### config.mk
export PLATFORM = sky130hd
export DESIGN_NAME = fb_rect_fill
export DESIGN_NICKNAME = d
export VERILOG_FILES = /design/src/rtl/fb_rect_fill.sv
export SDC_FILE = /design/constraint.sdc
export NUM_CORES = 1
export LEC_CHECK = 0
export CAP_MARGIN = 20
export CORE_ASPECT_RATIO = 1.75
export CORE_MARGIN = 2
export CORE_UTILIZATION = 57
export DETAILED_ROUTE_END_ITERATION = 12
export GPL_TIMING_DRIVEN = 1
export PLACE_DENSITY_LB_ADDON = 0.2
export SLEW_MARGIN = 20
export SYNTH_ARGS = -nofsm -noshare
export SYNTH_HDL_FRONTEND = slang
export SYNTH_SLANG_ARGS = --single-unit
### constraint.sdc
create_clock -name clk -period 5.9 [get_ports clk]
set_input_delay 0.59 -clock clk [delete_from_list [all_inputs] [get_ports clk]]
set_output_delay 0.59 -clock clk [all_outputs]
set_load 0.02 [all_outputs]
### src/rtl/fb_rect_fill.sv
// Rectangle-fill framebuffer writer: clips a rectangle to the screen and writes it row-major
// through RAM port A, one pixel per clock. Define FB_OUTLINE_EN to honour cmd_outline.
module fb_rect_fill #(
  parameter int unsigned H_RES  = 640,
  parameter int unsigned V_RES  = 480,
  parameter int unsigned ADDR_W = 19,
  parameter int unsigned DATA_W = 16,
  parameter int unsigned X_W    = 10,
  parameter int unsigned Y_W    = 9
) (
  input  logic              clk,
  input  logic              rstn,
  input  logic              cmd_valid,
  output logic              cmd_ready,
  input  logic [X_W-1:0]    cmd_x,
  input  logic [Y_W-1:0]    cmd_y,
  input  logic [X_W-1:0]    cmd_w,
  input  logic [Y_W-1:0]    cmd_h,
  input  logic [DATA_W-1:0] cmd_color,
  input  logic              cmd_outline,
  output logic              busy,
  output logic              done,
  output logic              wea,
  output logic [ADDR_W-1:0] addra,
  output logic [DATA_W-1:0] dina
);

  localparam logic [X_W:0]      HResX = (X_W+1)'(H_RES);
  localparam logic [Y_W:0]      VResY = (Y_W+1)'(V_RES);
  localparam logic [ADDR_W-1:0] HResA = ADDR_W'(H_RES);
  localparam logic [X_W:0]      OneX  = (X_W+1)'(1);
  localparam logic [Y_W:0]      OneY  = (Y_W+1)'(1);
  localparam logic [X_W-1:0]    IncX  = X_W'(1);
  localparam logic [Y_W-1:0]    IncY  = Y_W'(1);

  typedef enum logic [1:0] {StIdle, StLoad, StFill, StDone} state_e;

  state_e              state_q, state_d;
  logic [X_W-1:0]      x0_q, x0_d;
  logic [Y_W-1:0]      y0_q, y0_d;
  logic [X_W:0]        xe_q, xe_d;
  logic [Y_W:0]        ye_q, ye_d;
  logic [DATA_W-1:0]   color_q, color_d;
  logic [X_W-1:0]      x_q, x_d;
  logic [Y_W-1:0]      y_q, y_d;
  logic [ADDR_W-1:0]   row_base_q, row_base_d;
  logic                wea_q, wea_d;
  logic [ADDR_W-1:0]   addra_q, addra_d;
  logic [DATA_W-1:0]   dina_q, dina_d;

  logic                outline_cmd;
  logic                interior;
`ifdef FB_OUTLINE_EN
  logic                outline_q, outline_d;
  assign outline_cmd = cmd_outline;
`else
  logic                unused_outline;
  assign unused_outline = cmd_outline;
  assign outline_cmd    = 1'b0;
`endif

  // Clipping of the incoming command, evaluated in the handshake cycle.
  logic [X_W:0] x_sum, xe_c;
  logic [Y_W:0] y_sum, ye_c;
  logic         cmd_empty;

  always_comb begin
    x_sum     = {1'b0, cmd_x} + {1'b0, cmd_w};
    y_sum     = {1'b0, cmd_y} + {1'b0, cmd_h};
    xe_c      = (x_sum > HResX) ? HResX : x_sum;
    ye_c      = (y_sum > VResY) ? VResY : y_sum;
    cmd_empty = (cmd_w == '0) || (cmd_h == '0) ||
                ({1'b0, cmd_x} >= HResX) || ({1'b0, cmd_y} >= VResY);
  end

  // Pixel walk: where the write after the current one lands.
  logic                x_last, y_last, last_px;
  logic [X_W-1:0]      x_nxt;
  logic [Y_W-1:0]      y_nxt;
  logic [ADDR_W-1:0]   rb_nxt;
  logic [ADDR_W-1:0]   load_base;

  always_comb begin
    x_last  = (({1'b0, x_q} + OneX) == xe_q);
    y_last  = (({1'b0, y_q} + OneY) == ye_q);
    last_px = x_last && y_last;
`ifdef FB_OUTLINE_EN
    interior = outline_q && (y_q != y0_q) && !y_last;
`else
    interior = 1'b0;
`endif
    if (!x_last) begin
      // Interior outline rows skip straight from the left edge to the right edge.
      x_nxt  = (interior && (x_q == x0_q)) ? X_W'(xe_q - OneX) : x_q + IncX;
      y_nxt  = y_q;
      rb_nxt = row_base_q;
    end else begin
      x_nxt  = x0_q;
      y_nxt  = y_q + IncY;
      rb_nxt = row_base_q + HResA;
    end
    load_base = ADDR_W'(y0_q) * HResA;
  end

  // Next-state logic.
  always_comb begin
    state_d = state_q;
    unique case (state_q)
      StIdle:  if (cmd_valid) state_d = cmd_empty ? StDone : StLoad;
      StLoad:  state_d = StFill;
      StFill:  if (last_px) state_d = StDone;
      StDone:  state_d = StIdle;
      default: state_d = StIdle;
    endcase
  end

  // Datapath next-state logic.
  always_comb begin
    x0_d       = x0_q;
    y0_d       = y0_q;
    xe_d       = xe_q;
    ye_d       = ye_q;
    color_d    = color_q;
    x_d        = x_q;
    y_d        = y_q;
    row_base_d = row_base_q;
    wea_d      = 1'b0;
    addra_d    = addra_q;
    dina_d     = dina_q;
`ifdef FB_OUTLINE_EN
    outline_d  = outline_q;
`endif
    unique case (state_q)
      StIdle: begin
        if (cmd_valid) begin
          x0_d    = cmd_x;
          y0_d    = cmd_y;
          xe_d    = xe_c;
          ye_d    = ye_c;
          color_d = cmd_color;
`ifdef FB_OUTLINE_EN
          outline_d = outline_cmd;
`endif
        end
      end
      StLoad: begin
        x_d        = x0_q;
        y_d        = y0_q;
        row_base_d = load_base;
        wea_d      = 1'b1;
        addra_d    = load_base + ADDR_W'(x0_q);
        dina_d     = color_q;
      end
      StFill: begin
        if (!last_px) begin
          x_d        = x_nxt;
          y_d        = y_nxt;
          row_base_d = rb_nxt;
          wea_d      = 1'b1;
          addra_d    = rb_nxt + ADDR_W'(x_nxt);
        end
      end
      default: ;
    endcase
  end

  always_ff @(posedge clk or negedge rstn) begin
    if (!rstn) begin
      state_q    <= StIdle;
      x0_q       <= '0;
      y0_q       <= '0;
      xe_q       <= '0;
      ye_q       <= '0;
      color_q    <= '0;
      x_q        <= '0;
      y_q        <= '0;
      row_base_q <= '0;
      wea_q      <= 1'b0;
      addra_q    <= '0;
      dina_q     <= '0;
`ifdef FB_OUTLINE_EN
      outline_q  <= 1'b0;
`endif
    end else begin
      state_q    <= state_d;
      x0_q       <= x0_d;
      y0_q       <= y0_d;
      xe_q       <= xe_d;
      ye_q       <= ye_d;
      color_q    <= color_d;
      x_q        <= x_d;
      y_q        <= y_d;
      row_base_q <= row_base_d;
      wea_q      <= wea_d;
      addra_q    <= addra_d;
      dina_q     <= dina_d;
`ifdef FB_OUTLINE_EN
      outline_q  <= outline_d;
`endif
    end
  end

  // Output decode.
  always_comb begin
    cmd_ready = (state_q == StIdle);
    busy      = (state_q != StIdle);
    done      = (state_q == StDone);
    wea       = wea_q;
    addra     = addra_q;
    dina      = dina_q;
  end

endmodule

==> reports/metrics.yaml, run 1 <==
critPathBufInv: 1
path_cells: "ha_1, nand2_1, nor3_1, mux2i_1, nand3_1, a21o_1, nor2_2, nor2_1, a21oi_1, ha_1, a21oi_1, inv_1, a21oi_1, nor2b_1, mux2_2, o21a_1, o21ai_2, o31a_1, nor3_1, a221o_1"
cts_resized: 0
ys_seq_area_share_pct: 38.0
criticalPathCategory: "flip-flop to flip-flop"
routabilityCongestion: 0.895
postRouteAntennaNets: 0
grt_pass1_vias: 7013
reg2reg_from: "x_q[0]"
cp-start-kind: "flip-flop"
grt.total_usage_pct: 27.4
leakagePower_nw: 4.36
ir_worst_vdd_mv: 0.448
firstDrtPassIters: 5
period_needed_ps: 5020
die_area_um2: 15200
timing.final.crit_share_pct: 85.1
p_per_area_nw_per_um2: 622
dieHeight_um: 162
slew_headroom_pct: 27.8
avgViaCountPerCell: 5.88
rsz0062_at_grt: "no"
finalNetCount: 1104
pre_cts_ws_ps: 1050
cts_buffers: 17
setup_viol: 0
drive_above_1_share_pct: 8.03
avgSynthCellArea_um2: 8.76
crit_start: "x_q[0]"
area_delta_synth_final_pct: 20.6
status: "completed"
crit_required_ps: 6200
ys_async_sr_fraction_pct: 100
antenna_found_initial: 0
hold_viol: 0
drc: 0
grt_max_degree: 74
worst_pin_slew_ps: 1080
postCtsSetupRepairBufs: 0
ys_warn_count: 0
timing.fmax_ghz: 0.199
critPathArrivalTime_ps: 5320
htreeDepth: 4
crit_fanout: 10
vias: 6971
synth_edf_count: 0
synthFlopType: "dfrtp_1"
cts_tree: "done"
core-area_um2: 13900
critPathCaptureType: "flip-flop"
cpMostUsedCell: "a21oi_1"
hold_class: "input pin to asynchronous set/reset pin"
crit_slowest_cell: "dfrtp_1"
ctsLongestPathBuffers: 2
finalClockSkew_ps: 10.6
drv_slew: 0
dp_hpwl_um: 14000
wl_per_cell_um: 16.7
slowest_delay_ps: 460
syn_nets: 1032
setup_ws_ps: 880
cts_sinks: 123
synth.distinct_cells: 74
insertedDiodeCount: 0
maxCapViolCount: 0
ios: 97
crit_family: "compound AO/OA/AOI/OAI gates"
synth_area_um2: 8100
drtIter0Drc: 393
totalPowerFinal_mw: 6.07
ys_ff_latch: 123
clk_pin_slew_worst_paths_ps: 60
cts-root-buf: "clkbuf_16"
wirelength_um: 19900
overflow: 0
insertion_delay_ps: 420
portBuffers: 95
fp-row-count: 57
netlist_instances: 924
die_x_um: 94.1
holdBufCountCts: 0
grt_first_pass_wirelength_um: 33200
setup_tns_ps: 0
initial_core_util_pct: 58.2
==> logic make-up (layout without fill, tap and decap cells) <==
family | Yosys count | count (layout) | share of synthesized area, %
compound gates | 237 | 237 | 19.0
xor+xnor | 65 | 65 | 7.47
fa+ha+maj | 50 | 50 | 8.10
buf+inv | 83 | 168 | 4.22
flops | 123 | 123 | 38.0
mux | 25 | 25 | 3.38
simple gates | 341 | 341 | 19.8
==> per-layer routing <==
metal / vias to the layer above / GRT usage (%) / wire length [µm] / part of all wire, %
li1: 3405 / - / - / -
met1: 3331 / 32.9 / 8080 / 41
met2: 188 / 47.0 / 10200 / 51
met3: 47 / 4.41 / 836 / 4.2
met4: 0 / 13.5 / 714 / 3.6
met5: - / 0 / 0 / 0
==> cell usage in the layout, fill, tap and decap left out, types with 10 or more instances in the layout <==
master           Yosys  final
nand2_1            160    159
a21o_1              15     15
o21ai_0             63     63
ha_1                46     46
o22a_1              11     11
clkbuf_16            0     17
dfrtp_1            123    123
xnor2_1             39     39
a21oi_1             52     52
clkdlybuf4s50_1      0     94
inv_1               37     37
nor3_1              15     15
mux2_2              19     19
o22ai_1             11     11
nand3_1             23     23
xor2_1              23     23
nor2_1              70     69
a31oi_1             12     12
a22o_1              10     10
nor2b_1             11     11
==> where the power goes <==
group | total [mW] | leakage, nW | internal [mW] | switching (mW)
clock network | 1.15 | 0.322 | 0.746 | 0.405
registers | 1.72 | 1.51 | 1.27 | 0.449
logic | 3.20 | 2.53 | 1.40 | 1.81
==> Yosys cell counts, types with 11 or more instances <==
cell type | n | area [µm²]
clkbuf_1 | 29 | 109
a21o_1 | 15 | 113
o22ai_1 | 11 | 68.8
nor3_1 | 15 | 75.1
nand3_1 | 23 | 115
nor2_1 | 70 | 263
xor2_1 | 23 | 201
a21oi_1 | 52 | 260
a31oi_1 | 12 | 75.1
inv_1 | 37 | 139
nand2_1 | 160 | 601
xnor2_1 | 39 | 342
o22a_1 | 11 | 96.3
nor2b_1 | 11 | 68.8
mux2_2 | 19 | 214
ha_1 | 46 | 576
o21ai_0 | 63 | 315
dfrtp_1 | 123 | 3080
==> sequential cells by signal, indices dropped and copies added, names as in the netlist <==
register / flops
xe_q: 11
y0_q: 9
wea: 1
row_base_q: 12
x0_q: 10
ye_q: 10
y_q: 9
state_q: 2
dina: 16
color_q: 16
addra: 17
x_q: 10
==> path summary, 6_finish.rpt <==
path / endpoint / slack [ps] / cells after the start
worst min register to register: addra[6] / 470 / 2
worst max-delay path: addra[17] / 880 / 20
worst max register to register: addra[17] / 880 / 20
max in group asynchronous: row_base_q[7] / 4310 / 2
min in group clk: addra[6] / 470 / 2
worst min-delay path: addra[16] / 210 / 1
==> per-stage QoR <==
stage	hold WS [ps]	instance area (µm²)	util [%]	std cells
3_5_place_dp	461	9110	65.5	1154
3_3_place_gp	452	9110	65.5	1154
4_1_cts	234	9760	70.2	1186
6_report	208	9760	70.2	1186
5_1_grt	260	9760	70.2	1186
2_1_floorplan	294	8100	-	924
==> layout make-up <==
cell class                      count  area (µm²)
Tap cell                          177         221
Multi-Input combinational cell    718        4700
Inverter                           37         139
Clock buffer                       20         467
Timing Repair Buffer               99         978
Sequential cell                   123        3080
Clock inverter                     12         183
Fill cell                        1125        4140
Power figures use the tool's default switching activity.
==> run 2: changes to the inputs <==
- MAX_ROUTING_LAYER: not set -> met4
==> run 2 against run 1 <==
Against the previous run: worst setup slack improved by 21 ps; combinational power barely moved; sequential share of layout area did not move; clock-buffer cell count did not move; sequential power barely moved; non-clock buffer count did not move; largest power group unchanged.
==> reports/metrics.yaml, run 2 (same netlist as run 1, synthesis figures left out) <==
power_report.internal_total_mw: 3.41
rr_worst_depth: 20
setup_tns_ps: 0
avgViaCountPerCell: 5.87
core-area_um2: 13900
status: "completed"
criticalPathCategory: "flip-flop to flip-flop"
drc: 0
dp_hpwl_um: 14000
critPathBufInv: 1
ir_worst_vdd_mv: 0.449
swShare_pct: 43.8
drtIter0Drc: 379
cpMostUsedCell: "a21oi_1"
cts_tree: "done"
p_seq_share_pct: 28.3
grt_busiest_layer: "met2"
die_area_um2: 15200
wirelength_um: 19800
firstDrtPassIters: 5
clk_pin_slew_worst_paths_ps: 60
setup_viol: 0
maxCapViolCount: 0
hold_viol: 0
use_met1_pct: 33.5
grt_use_met2_pct: 47.2
fp-row-count: 57
path_cells: "ha_1, nand2_1, nor3_1, mux2i_1, nand3_1, a21o_1, nor2_2, nor2_1, a21oi_1, ha_1, a21oi_1, inv_1, a21oi_1, nor2b_1, mux2_2, o21a_1, o21ai_2, o31a_1, nor3_1, a221o_1"
routabilityCongestion: 0.910
insertion_delay_ps: 420
critPathArrivalTime_ps: 5300
vias: 6964
crit_family: "compound AO/OA/AOI/OAI gates"
period_needed_ps: 5000
final_common_cell: "nand2_1"
largest_reg_flops: 17
slowest_delay_ps: 460
p_per_area_nw_per_um2: 622
grt_pass1_vias: 7008
cp.depth: 20
ctsLongestPathBuffers: 2
dieHeight_um: 162
timing.fmax_ghz: 0.200
finalClockSkew_ps: 8.76
cp-start-kind: "flip-flop"
insertedDiodeCount: 0
crit_slowest_cell: "dfrtp_1"
wl_per_cell_um: 16.7
hold_class: "input pin to asynchronous set/reset pin"
crit_required_ps: 6200
grt.total_usage_pct: 28.2
grt_first_pass_wirelength_um: 33200
timing.hold.ws_ps: 207
postRouteAntennaNets: 0
cts-root-buf: "clkbuf_16"
critPathCaptureType: "flip-flop"
cts_resized: 0
drive_above_1_share_pct: 8.03
grtUsageMet3_pct: 3.62
initial_core_util_pct: 58.2
leakagePower_nw: 4.36
antenna_found_initial: 0
combPwrFrac_pct: 52.7
reg2reg_slack_ps: 900
cts_sinks: 123
finalNetCount: 1104
cts_buffers: 17
grt_max_degree: 74
rsz0062_at_grt: "no"
ios: 97
htreeDepth: 4
drv_slew: 0
postCtsSetupRepairBufs: 0
mostFrequentLayoutCells: "nand2_1 (159), dfrtp_1 (123), clkdlybuf4s50_1 (94)"
timing.final.crit_share_pct: 84.7
portBuffers: 95
power_frac_clock_pct: 19.0
overflow: 0
die_x_um: 94.1
holdBufCountCts: 0
worst_pin_slew_ps: 1110
net-switching-power_mw: 2.66
slew_headroom_pct: 26.3
crit_fanout: 10
area_delta_synth_final_pct: 20.6
[run 2: through the flow]
| stage | total power [mW] | cells | worst slack, ps | util, % | cell area (µm²) |
|---|---|---|---|---|---|
| 2_1_floorplan | 4.01 | 924 | 1670 | - | 8100 |
| 3_3_place_gp | 4.81 | 1154 | 1150 | 65.5 | 9110 |
| 3_5_place_dp | 4.88 | 1154 | 1050 | 65.5 | 9110 |
| 4_1_cts | 6.08 | 1186 | 948 | 70.2 | 9760 |
| 5_1_grt | 6.54 | 1186 | 525 | 70.2 | 9760 |
| 6_report | 6.07 | 1186 | 901 | 70.2 | 9760 |
[run 2: layout make-up]
type                    instances  area (µm²)
multi-input cells             718        4700
fillers                      1125        4140
flip-flops and latches        123        3080
repair buffers                 99         978
clock buffers                  20         467
well taps                     177         221
clock inverters                12         183
inverters                      37         139
[run 2: power by group through the flow]
| stage | Clock [mW] | Sequential (mW) | Combinational (mW) |
|---|---|---|---|
| after floorplan | 0 | 1.66 | 2.34 |
| final | 1.15 | 1.72 | 3.20 |
| after CTS | 1.16 | 1.71 | 3.21 |
| after detailed placement | 0 | 1.72 | 3.17 |
| after global placement | 0 | 1.70 | 3.11 |
| after global routing | 1.20 | 1.77 | 3.57 |
[run 2: path summary, 6_finish.rpt]
path	start	to
hold / removal	rstn	addra[16]
setup / recovery	x_q[0]	addra[17]
hold reg to reg	addra[6]	addra[6]
max in group asynchronous	rstn	x0_q[2]
min in group clk	addra[6]	addra[6]
setup reg to reg	x_q[0]	addra[17]
[run 2: routing by layer]
layer / vias up / share of wire [%]
li1: 3394 / -
met4: 0 / 3.3
met3: 51 / 4.0
met2: 204 / 52
met5: - / 0
met1: 3315 / 41
